===== src/rtl/alignment_cigar_encoder.sv =====
// Walks one latched smith_waterman alignment from its start slot down to slot 0 and
// emits run-length CIGAR ops (M/X/I/D) on a valid/ready stream with match/edit totals.
module alignment_cigar_encoder #(
    parameter int unsigned ALIGN_LEN  = 25,
    parameter int unsigned BASE_WIDTH = 2,
    parameter int unsigned RUN_WIDTH  = 8
) (
    input  logic                          clk,
    input  logic                          rst,
    input  logic                          in_valid,
    output logic                          in_ready,
    input  logic [ALIGN_LEN*BASE_WIDTH-1:0] aligned_ref_seq,
    input  logic [ALIGN_LEN*BASE_WIDTH-1:0] aligned_query_seq,
    input  logic [ALIGN_LEN-1:0]          ref_gap_mask,
    input  logic [ALIGN_LEN-1:0]          query_gap_mask,
    input  logic [7:0]                    alignment_length,
    output logic                          out_valid,
    input  logic                          out_ready,
    output logic [1:0]                    out_op,
    output logic [RUN_WIDTH-1:0]          out_run_len,
    output logic                          out_last,
    output logic [7:0]                    match_count,
    output logic [7:0]                    edit_count,
    output logic                          done,
    output logic                          err_both_gap
);

    localparam int unsigned IdxW = (ALIGN_LEN > 1) ? $clog2(ALIGN_LEN) : 1;
    localparam logic [7:0] AlignLenB = 8'(ALIGN_LEN);
    localparam logic [RUN_WIDTH-1:0] RunMax = '1;
    localparam logic [RUN_WIDTH-1:0] RunOne = RUN_WIDTH'(1);

    localparam logic [1:0] OpM = 2'd0;
    localparam logic [1:0] OpX = 2'd1;
    localparam logic [1:0] OpI = 2'd2;
    localparam logic [1:0] OpD = 2'd3;

    typedef enum logic [1:0] {StIdle, StScan, StEmit} state_e;

    state_e                          state_q;
    logic [ALIGN_LEN*BASE_WIDTH-1:0] ref_q, qry_q;
    logic [ALIGN_LEN-1:0]            rgap_q, qgap_q;
    logic [IdxW-1:0]                 idx_q;
    logic [1:0]                      cur_op_q;
    logic [RUN_WIDTH-1:0]            cur_run_q;
    logic                            out_valid_q, out_last_q, done_q, err_q;
    logic [1:0]                      out_op_q;
    logic [RUN_WIDTH-1:0]            out_run_len_q;
    logic [7:0]                      match_q, edit_q;

    logic [BASE_WIDTH-1:0] ref_base, qry_base;
    logic                  skip, extend, boundary, idx_zero;
    logic [1:0]            slot_op;
    logic [RUN_WIDTH-1:0]  run_next;
    logic [7:0]            leff;

    always_comb begin
        leff     = (alignment_length > AlignLenB) ? AlignLenB : alignment_length;
        ref_base = ref_q[idx_q*BASE_WIDTH +: BASE_WIDTH];
        qry_base = qry_q[idx_q*BASE_WIDTH +: BASE_WIDTH];
        skip     = rgap_q[idx_q] & qgap_q[idx_q];
        // Bases on a gapped side are meaningless, so gaps decide before the base compare.
        if (qgap_q[idx_q]) begin
            slot_op = OpD;
        end else if (rgap_q[idx_q]) begin
            slot_op = OpI;
        end else if (ref_base == qry_base) begin
            slot_op = OpM;
        end else begin
            slot_op = OpX;
        end
        extend   = (cur_run_q == '0) || ((slot_op == cur_op_q) && (cur_run_q != RunMax));
        run_next = (cur_run_q == '0) ? RunOne : cur_run_q + 1'b1;
        boundary = !skip && !extend;
        idx_zero = (idx_q == '0);
    end

    always_ff @(posedge clk) begin
        if (rst) begin
            state_q       <= StIdle;
            ref_q         <= '0;
            qry_q         <= '0;
            rgap_q        <= '0;
            qgap_q        <= '0;
            idx_q         <= '0;
            cur_op_q      <= OpM;
            cur_run_q     <= '0;
            out_valid_q   <= 1'b0;
            out_op_q      <= OpM;
            out_run_len_q <= '0;
            out_last_q    <= 1'b0;
            done_q        <= 1'b0;
            err_q         <= 1'b0;
            match_q       <= '0;
            edit_q        <= '0;
        end else begin
            done_q <= 1'b0;
            case (state_q)
                StIdle: begin
                    if (in_valid) begin
                        ref_q     <= aligned_ref_seq;
                        qry_q     <= aligned_query_seq;
                        rgap_q    <= ref_gap_mask;
                        qgap_q    <= query_gap_mask;
                        idx_q     <= IdxW'(leff - 8'd1);
                        cur_run_q <= '0;
                        match_q   <= '0;
                        edit_q    <= '0;
                        err_q     <= 1'b0;
                        if (leff == 8'd0) begin
                            done_q <= 1'b1;
                        end else begin
                            state_q <= StScan;
                        end
                    end
                end
                StScan: begin
                    if (skip) begin
                        err_q <= 1'b1;
                        if (!idx_zero) begin
                            idx_q <= idx_q - 1'b1;
                        end else if (cur_run_q == '0) begin
                            done_q  <= 1'b1;
                            state_q <= StIdle;
                        end else begin
                            out_valid_q   <= 1'b1;
                            out_op_q      <= cur_op_q;
                            out_run_len_q <= cur_run_q;
                            out_last_q    <= 1'b1;
                            state_q       <= StEmit;
                        end
                    end else if (boundary) begin
                        // Slot stays pending; it is reclassified after the op drains.
                        out_valid_q   <= 1'b1;
                        out_op_q      <= cur_op_q;
                        out_run_len_q <= cur_run_q;
                        out_last_q    <= 1'b0;
                        state_q       <= StEmit;
                    end else begin
                        cur_op_q  <= slot_op;
                        cur_run_q <= run_next;
                        if (slot_op == OpM) begin
                            if (match_q != 8'hFF) match_q <= match_q + 8'd1;
                        end else begin
                            if (edit_q != 8'hFF) edit_q <= edit_q + 8'd1;
                        end
                        if (idx_zero) begin
                            out_valid_q   <= 1'b1;
                            out_op_q      <= slot_op;
                            out_run_len_q <= run_next;
                            out_last_q    <= 1'b1;
                            state_q       <= StEmit;
                        end else begin
                            idx_q <= idx_q - 1'b1;
                        end
                    end
                end
                StEmit: begin
                    if (out_ready) begin
                        out_valid_q <= 1'b0;
                        cur_run_q   <= '0;
                        if (out_last_q) begin
                            done_q  <= 1'b1;
                            state_q <= StIdle;
                        end else begin
                            state_q <= StScan;
                        end
                    end
                end
                default: state_q <= StIdle;
            endcase
        end
    end

    assign in_ready     = (state_q == StIdle);
    assign out_valid    = out_valid_q;
    assign out_op       = out_op_q;
    assign out_run_len  = out_run_len_q;
    assign out_last     = out_last_q;
    assign match_count  = match_q;
    assign edit_count   = edit_q;
    assign done         = done_q;
    assign err_both_gap = err_q;

endmodule


===== config.mk =====
export PLATFORM = sky130hd
export DESIGN_NAME = alignment_cigar_encoder
export DESIGN_NICKNAME = d
export VERILOG_FILES = /design/src/rtl/alignment_cigar_encoder.sv
export SDC_FILE = /design/constraint.sdc
export NUM_CORES = 1
export LEC_CHECK = 0
export ABC_AREA = 1
export ABC_CLOCK_PERIOD_IN_PS = 6720
export CORE_ASPECT_RATIO = 0.7
export CORE_MARGIN = 1
export CORE_UTILIZATION = 45
export CTS_BUF_LIST = sky130_fd_sc_hd__clkbuf_16
export DETAILED_ROUTE_END_ITERATION = 8
export PLACE_DENSITY = 0.69
export SYNTH_ARGS = -nofsm -noshare
export SYNTH_HDL_FRONTEND = slang
export SYNTH_SLANG_ARGS = --single-unit

===== constraint.sdc =====
create_clock -name clk -period 6.72 [get_ports clk]
set_input_delay 1.68 -clock clk [delete_from_list [all_inputs] [get_ports clk]]
set_output_delay 1.68 -clock clk [all_outputs]
set_load 0.05 [all_outputs]

# After elaboration in Yosys (flattened, before gate mapping)
# Index checks and enable logic that the tools add are counted.
[word_totals]
reg_bits = 197
elab_cells = 144
[classes]
magnitude_cmp = 2
n_eq_ne = 23
addsub = 5
muxes = 69
n_shift = 2
reduce_logical = 24
bitwise_logic = 3
[op_table]
columns = ["cell", "n"]
rows = [
  ["8-bit two-way mux", 19],
  ["50-bit by 7-bit indexed part select with 2-bit output", 2],
  ["8-bit case mux with 2 select lines", 2],
  ["2-bit two-way mux", 15],
  ["8-bit by 1-bit adder with 8-bit output, second input constant", 3],
  ["8-bit != test, second input constant", 3],
  ["8-bit case mux with 3 select lines", 1],
  ["2-bit != test, second input constant", 11],
  ["1-bit two-way mux", 21],
  ["5-bit two-way mux", 4],
  ["8-bit logical NOT", 2],
  ["5-bit AND reduction", 3],
  ["3-bit != test, second input constant", 4],
  ["6-bit AND reduction", 2],
  ["1-bit binary-select mux with 5-bit select", 2],
  ["5-bit case mux with 2 select lines", 1],
  ["5-bit by 1-bit subtractor with 5-bit output, second input constant", 2],
  ["3-bit AND reduction", 3],
  ["8-bit by 5-bit greater-than comparator with 1-bit output, second input constant", 1],
  ["5-bit by 6-bit < comparator with 1-bit output, second input constant", 1],
  ["2-bit case mux with 3 select lines", 1],
  ["2-bit nonzero test", 3],
  ["5-bit logical NOT", 1],
  ["2-bit equality test", 2],
  ["other kinds (14)", 19],
]

# Longest topological paths before layout
[depth]
ltp_word = 13
depth_mapped = 25
depth_no_buf = 22

# Worst setup path after synthesis
# Ideal clock, no wire load.
[synth_path]
kind = "input port to flip-flop"
start = "input port alignment_length[5]"
end = "register idx_q[4]"
arrival_ns = 3.333
t_required_ns = 6.607
cell_stages = 13
setup_slack_ns = 3.274
setup_ns = 0.113
path_cell_list = "nor3_1 > inv_1 > a31oi_1 > inv_1 > or2_2 > o21ai_0 > ha_1 > nand2_1 > nor2_1 > xnor2_1 > nand4_1 > nand2_1 > nor2_1"
[synth_between]
elab_chain_len = 5
[synth_lines]
columns = ["item", "line_no", "source"]
rows = [
  ["from (decl)", "16", "input logic [7:0] alignment_length,"],
  ["8-bit by 5-bit greater-than comparator with 1-bit output", "58", "leff = (alignment_length > AlignLenB) ? AlignLenB : alignment_length;"],
  ["8-bit two-way mux", "58", ""],
  ["5-bit by 1-bit subtractor with 5-bit output", "105", "idx_q <= IdxW'(leff - 8'd1);"],
  ["5-bit two-way mux", "100", "if (in_valid) begin"],
  ["5-bit case mux with 2 select lines", "98", "case (state_q)"],
  ["to (signal assigned)", "105", ""],
  ["to (signal assigned)", "121", "idx_q <= idx_q - 1'b1;"],
  ["to (signal assigned)", "154", "idx_q <= idx_q - 1'b1;"],
  ["to (decl)", "43", "logic [IdxW-1:0] idx_q;"],
]
# No other way between the ends. The select of a mux whose other input is x is not followed.
# A chain may end at the register's enable or synchronous reset.

# Worst setup path in the final report
[layout_path]
start = "register idx_q[2]"
end = "register cur_run_q[3]"
[layout_between]
elab_chain_len = 12
[layout_lines]
columns = ["item", "line_no", "source"]
rows = [
  ["50-bit by 7-bit indexed part select with 2-bit output (on tied branches)", "59, 60", ""],
  ["2-bit equality test", "67", "end else if (ref_base == qry_base) begin"],
  ["1-bit two-way mux", "67", ""],
  ["2-bit two-way mux", "65", "end else if (rgap_q[idx_q]) begin"],
  ["2-bit two-way mux", "63", "if (qgap_q[idx_q]) begin"],
  ["2-bit equality test", "72", "extend = (cur_run_q == '0) || ((slot_op == cur_op_q) && (cur_run_q != RunMax));"],
  ["1-bit logical AND", "72", ""],
  ["1-bit logical OR", "72", ""],
  ["1-bit logical NOT", "74", "boundary = !skip && !extend;"],
  ["1-bit logical AND", "74", ""],
  ["2-bit != test (no source line)", "-", ""],
  ["5-bit AND reduction (no source line) *", "-", ""],
  ["to (signal assigned)", "141", "cur_run_q <= run_next;"],
  ["to (decl)", "45", "logic [RUN_WIDTH-1:0] cur_run_q;"],
]
# Every way passes the cells marked *; elsewhere a longest branch is shown, timed or not. The select of a mux whose other input is x is not followed.

==> impl_metrics.csv <==
group,metric,value,unit
run_status,status,"complete, no violations",
power,report.power.total,4510,µW
power,swShare,43.2,%
logic_synthesis,yosys-mux-area-fraction,0,%
setup_path,critPathBufInv,2,
setup_path,worstPathMaxFanout,30,
logic_synthesis,synth-compound-area-share,17.7,%
power,clkPwrFrac,21.9,%
floorplan,start_util,46.0,%
final_layout,nFillCells,2063,
floorplan,chipWidth,176,µm
global_routing,grt_pass1_wl,42700,µm
power,seqPwrFrac,34.0,%
logic_synthesis,synth_xor_xnor_area_share,0.366,%
sta,finalCritPeriodShare,67.0,%
sta,maxSlewHeadroom,30.1,%
sta,fin_skew,0.0111,ns
floorplan,num_rows,44,
detailed_routing,drc,0,
global_routing,grt_pass1_vias,8523,
logic_synthesis,synth_top_family_by_area,"simple AND/OR/NAND/NOR gates",
sta,setup_violations,0,
detailed_routing,firstDrtPassIters,7,
min_path,hp-class,"reg2reg",
logic_synthesis,ys_warn_count,0,
cts,cts_tree,"done",
setup_path,crit_top_cell,"nand2_1",
floorplan,die_area,21900,µm²
logic_synthesis,syn_inst,1478,
power,switchingPower,1950,µW
cts,cts_setup_buffers,0,
sta,min_period,4.50,ns
logic_synthesis,synth_cell_types,34,
setup_path,cp.required,7.06,ns
placed_design,io_buffers,192,
global_routing,antenna_found_initial,2,
power,power_frac_comb,44.0,%
setup_path,r2r_start,"idx_q[2]",
setup_path,cp-end-kind,"flip-flop",
power,p_leak,0.00500,µW
cts,clockRootBuffer,"clkbuf_16",
setup_path,criticalPathCategory,"reg2reg",
logic_synthesis,yosysSeqAreaShare,41.2,%
logic_synthesis,synth-seq-cells,197,
cts,numCtsBuffers,17,
logic_synthesis,syn-num-nets,1645,
setup_path,worst_path_largest_cell_delay,0.99,ns
sta,rsz0062_at_grt,"false",
detailed_routing,antenna_left,0,
detailed_routing,drt_iter0_markers,730,
setup_path,crit_path_start_kind,"flip-flop",
sta,worst_pin_slew,1.05,ns
flow_run,drv_cap,0,
setup_path,path_cells,"clkinv_1 > nand3_1 > nand3_1 > inv_1 > nor2_1 > nand2_1 > nand2_1 > nand3_1 > nand3_1 > nand2_1 > nand2_1 > nand3_2 > nand2_2 > nand2_2 > nand2_2 > nand2_2 > nand2_1 > a21oi_1",
logic_synthesis,synthAdderAreaFrac,0.654,%
global_routing,grt_overflow_total,0,
cts,cts_sinks,197,
detailed_routing,vias,9611,
power,ir_drop,0.180,mV
power,powerDensity,376,nW/µm²
detailed_routing,vias_per_cell,5.08,
placed_design,detailed_place_hpwl,17800,µm
floorplan,io-pin-count,193,
sta,hold_viol_final,0,
placed_design,placedInstanceArea,11500,µm²
logic_synthesis,synthSimpleGateAreaFrac,30.2,%
cts,cts_max_path_buffers,2,
cts,post_cts_resize_count,0,
global_routing,grt_max_degree,115,
cts,h-tree-depth,4,
logic_synthesis,syn_avg_cell_area,6.47,µm²
final_layout,antenna_cells,0,
placed_design,place_congestion,0.879,
cts,hold_buffers,0,
logic_synthesis,synthesis.area,9570,µm²
sta,clock.fmax,222,MHz
global_routing,grt_usage,25.0,%
detailed_routing,wl_per_cell,14.2,µm
floorplan,fp.coreArea,20800,µm²
final_layout,final_nets,1770,
final_layout,synthToLayoutAreaGrowth,25.6,%
cts,cts.reportedPaths.clkPinSlew,0.08,ns
setup_path,critPathSlowestCell,"dfxtp_1",
final_layout,drive_above_1_share,3.84,%
final_layout,fin_area,12000,µm²
setup_path,arrival,4.85,ns
sta,tns,0,ns
power,p_int,2560,µW
floorplan,die_h,124,µm
setup_path,crit_family,"simple AND/OR/NAND/NOR gates",
sta,maxSlewViolCount,0,
detailed_routing,routed_wirelength,26800,µm
cts,insertion_delay,0.44,ns
min_path,min_from,"qry_q[44]",
setup_path,crit_path_start,"idx_q[2]",
## final timing paths
check,slack [ns],to,cells after the start
hold / removal,0.45,qry_q[44],2
setup reg to reg,2.22,cur_run_q[3],18
hold reg to reg,0.45,qry_q[44],2
setup / recovery,2.22,cur_run_q[3],18
## metal layers
| metal | routed length, µm | vias to the layer above | track usage (%) |
|---|---|---|---|
| met1 | 13300 | 4309 | 35.9 |
| met3 | 1960 | 23 | 5.46 |
| met2 | 11300 | 294 | 38.0 |
| met4 | 232 | 4 | 5.49 |
| met5 | 24 | - | 0 |
| li1 | - | 4981 | - |
## area by class of cell
class / instances / area (µm²) / share of cell area [%]
clock buffer: 17 / 425 / 3.54
clock inverter: 15 / 133 / 1.10
tap: 276 / 345 / 2.87
sequential: 197 / 3950 / 32.8
inverter: 131 / 495 / 4.12
multi-input combinational: 1056 / 4690 / 39.0
timing repair buffer: 200 / 1980 / 16.5
## state kept, by name, summed over array words and instances (netlist names), 5 cells and up
name / count
edit_count: 8
rgap_q: 25
match_count: 8
qry_q: 50
cur_run_q: 8
ref_q: 50
qgap_q: 25
idx_q: 5
out_run_len: 8
## metrics by stage
| step | hold slack [ns] | utilization [%] | cells | setup slack (ns) |
|---|---|---|---|---|
| after detailed placement | 0.444 | 55.1 | 1860 | 1.76 |
| after global placement | 0.439 | 55.1 | 1860 | 1.86 |
| after CTS | 0.453 | 57.7 | 1892 | 2.23 |
| final | 0.454 | 57.7 | 1892 | 2.22 |
| after global routing | 0.470 | 57.7 | 1892 | 1.84 |
| after floorplan | 0.429 | - | 1478 | 3.27 |
## cells in the mapped netlist (all sizes together)
cell type | n | area [µm²]
a21oi | 88 | 440
a31oi | 2 | 12.5
and3 | 1 | 6.26
buf | 37 | 235
clkbuf | 57 | 214
clkinv | 3 | 11.3
dfxtp | 197 | 3940
ha | 5 | 62.6
inv | 128 | 480
nand2 | 242 | 928
nand3 | 78 | 395
nand3b | 2 | 15.0
nand4 | 10 | 62.6
nor2 | 372 | 1400
nor3 | 8 | 40.0
nor4 | 3 | 18.8
o211ai | 8 | 60.1
o21ai | 223 | 1130
o21bai | 1 | 7.51
o22ai | 5 | 31.3
o31ai | 1 | 7.51
or2 | 3 | 18.8
xnor2 | 2 | 17.5
xor2 | 2 | 17.5
## placed cells by master, fill, tap and decap left out, types with 2 or more instances in the layout
cell	n
inv_1	126
a31oi_1	2
nand4_1	10
nor4_1	3
nand2_1	233
inv_2	3
buf_4	8
dfxtp_2	2
or2_2	3
o21ai_1	22
clkinv_1	4
dfxtp_1	195
o22ai_1	5
nand3_1	77
nand2_2	8
o21ai_2	2
inv_8	3
nand3b_1	2
clkdlybuf4s50_1	192
clkinv_2	2
nor3_1	8
clkbuf_16	17
o21ai_0	198
ha_1	5
nor2_1	369
o211ai_1	8
xor2_1	2
xnor2_1	2
a21oi_1	88
nor2_2	3
clkinvlp_4	3
clkinv_4	2
## cell families after synthesis
group / after synthesis
AOI/OAI and AO/OA: 328
xor gates and xnor gates: 4
and+or+nand+nor: 719
buffers and inverters: 225
DFF: 197
adders and majority gates: 5
## worst reg2reg max path: cells and delay by family (launching register included)
kind / cells / cell delay (ns)
simple gates: 15 / 2.42
flops: 1 / 0.99
compound gates: 1 / 0.14
buf+inv: 2 / 0.87
## power by group through the flow
stage | Sequential, µW | Clock, µW | Combinational [µW]
after CTS | 1530 | 1000 | 1990
after global placement | 1550 | 0 | 1950
after detailed placement | 1560 | 0 | 1980
after floorplan | 1700 | 0 | 1320
final | 1540 | 990 | 1990
after global routing | 1560 | 1050 | 2250
Power figures use the tool's default switching activity.
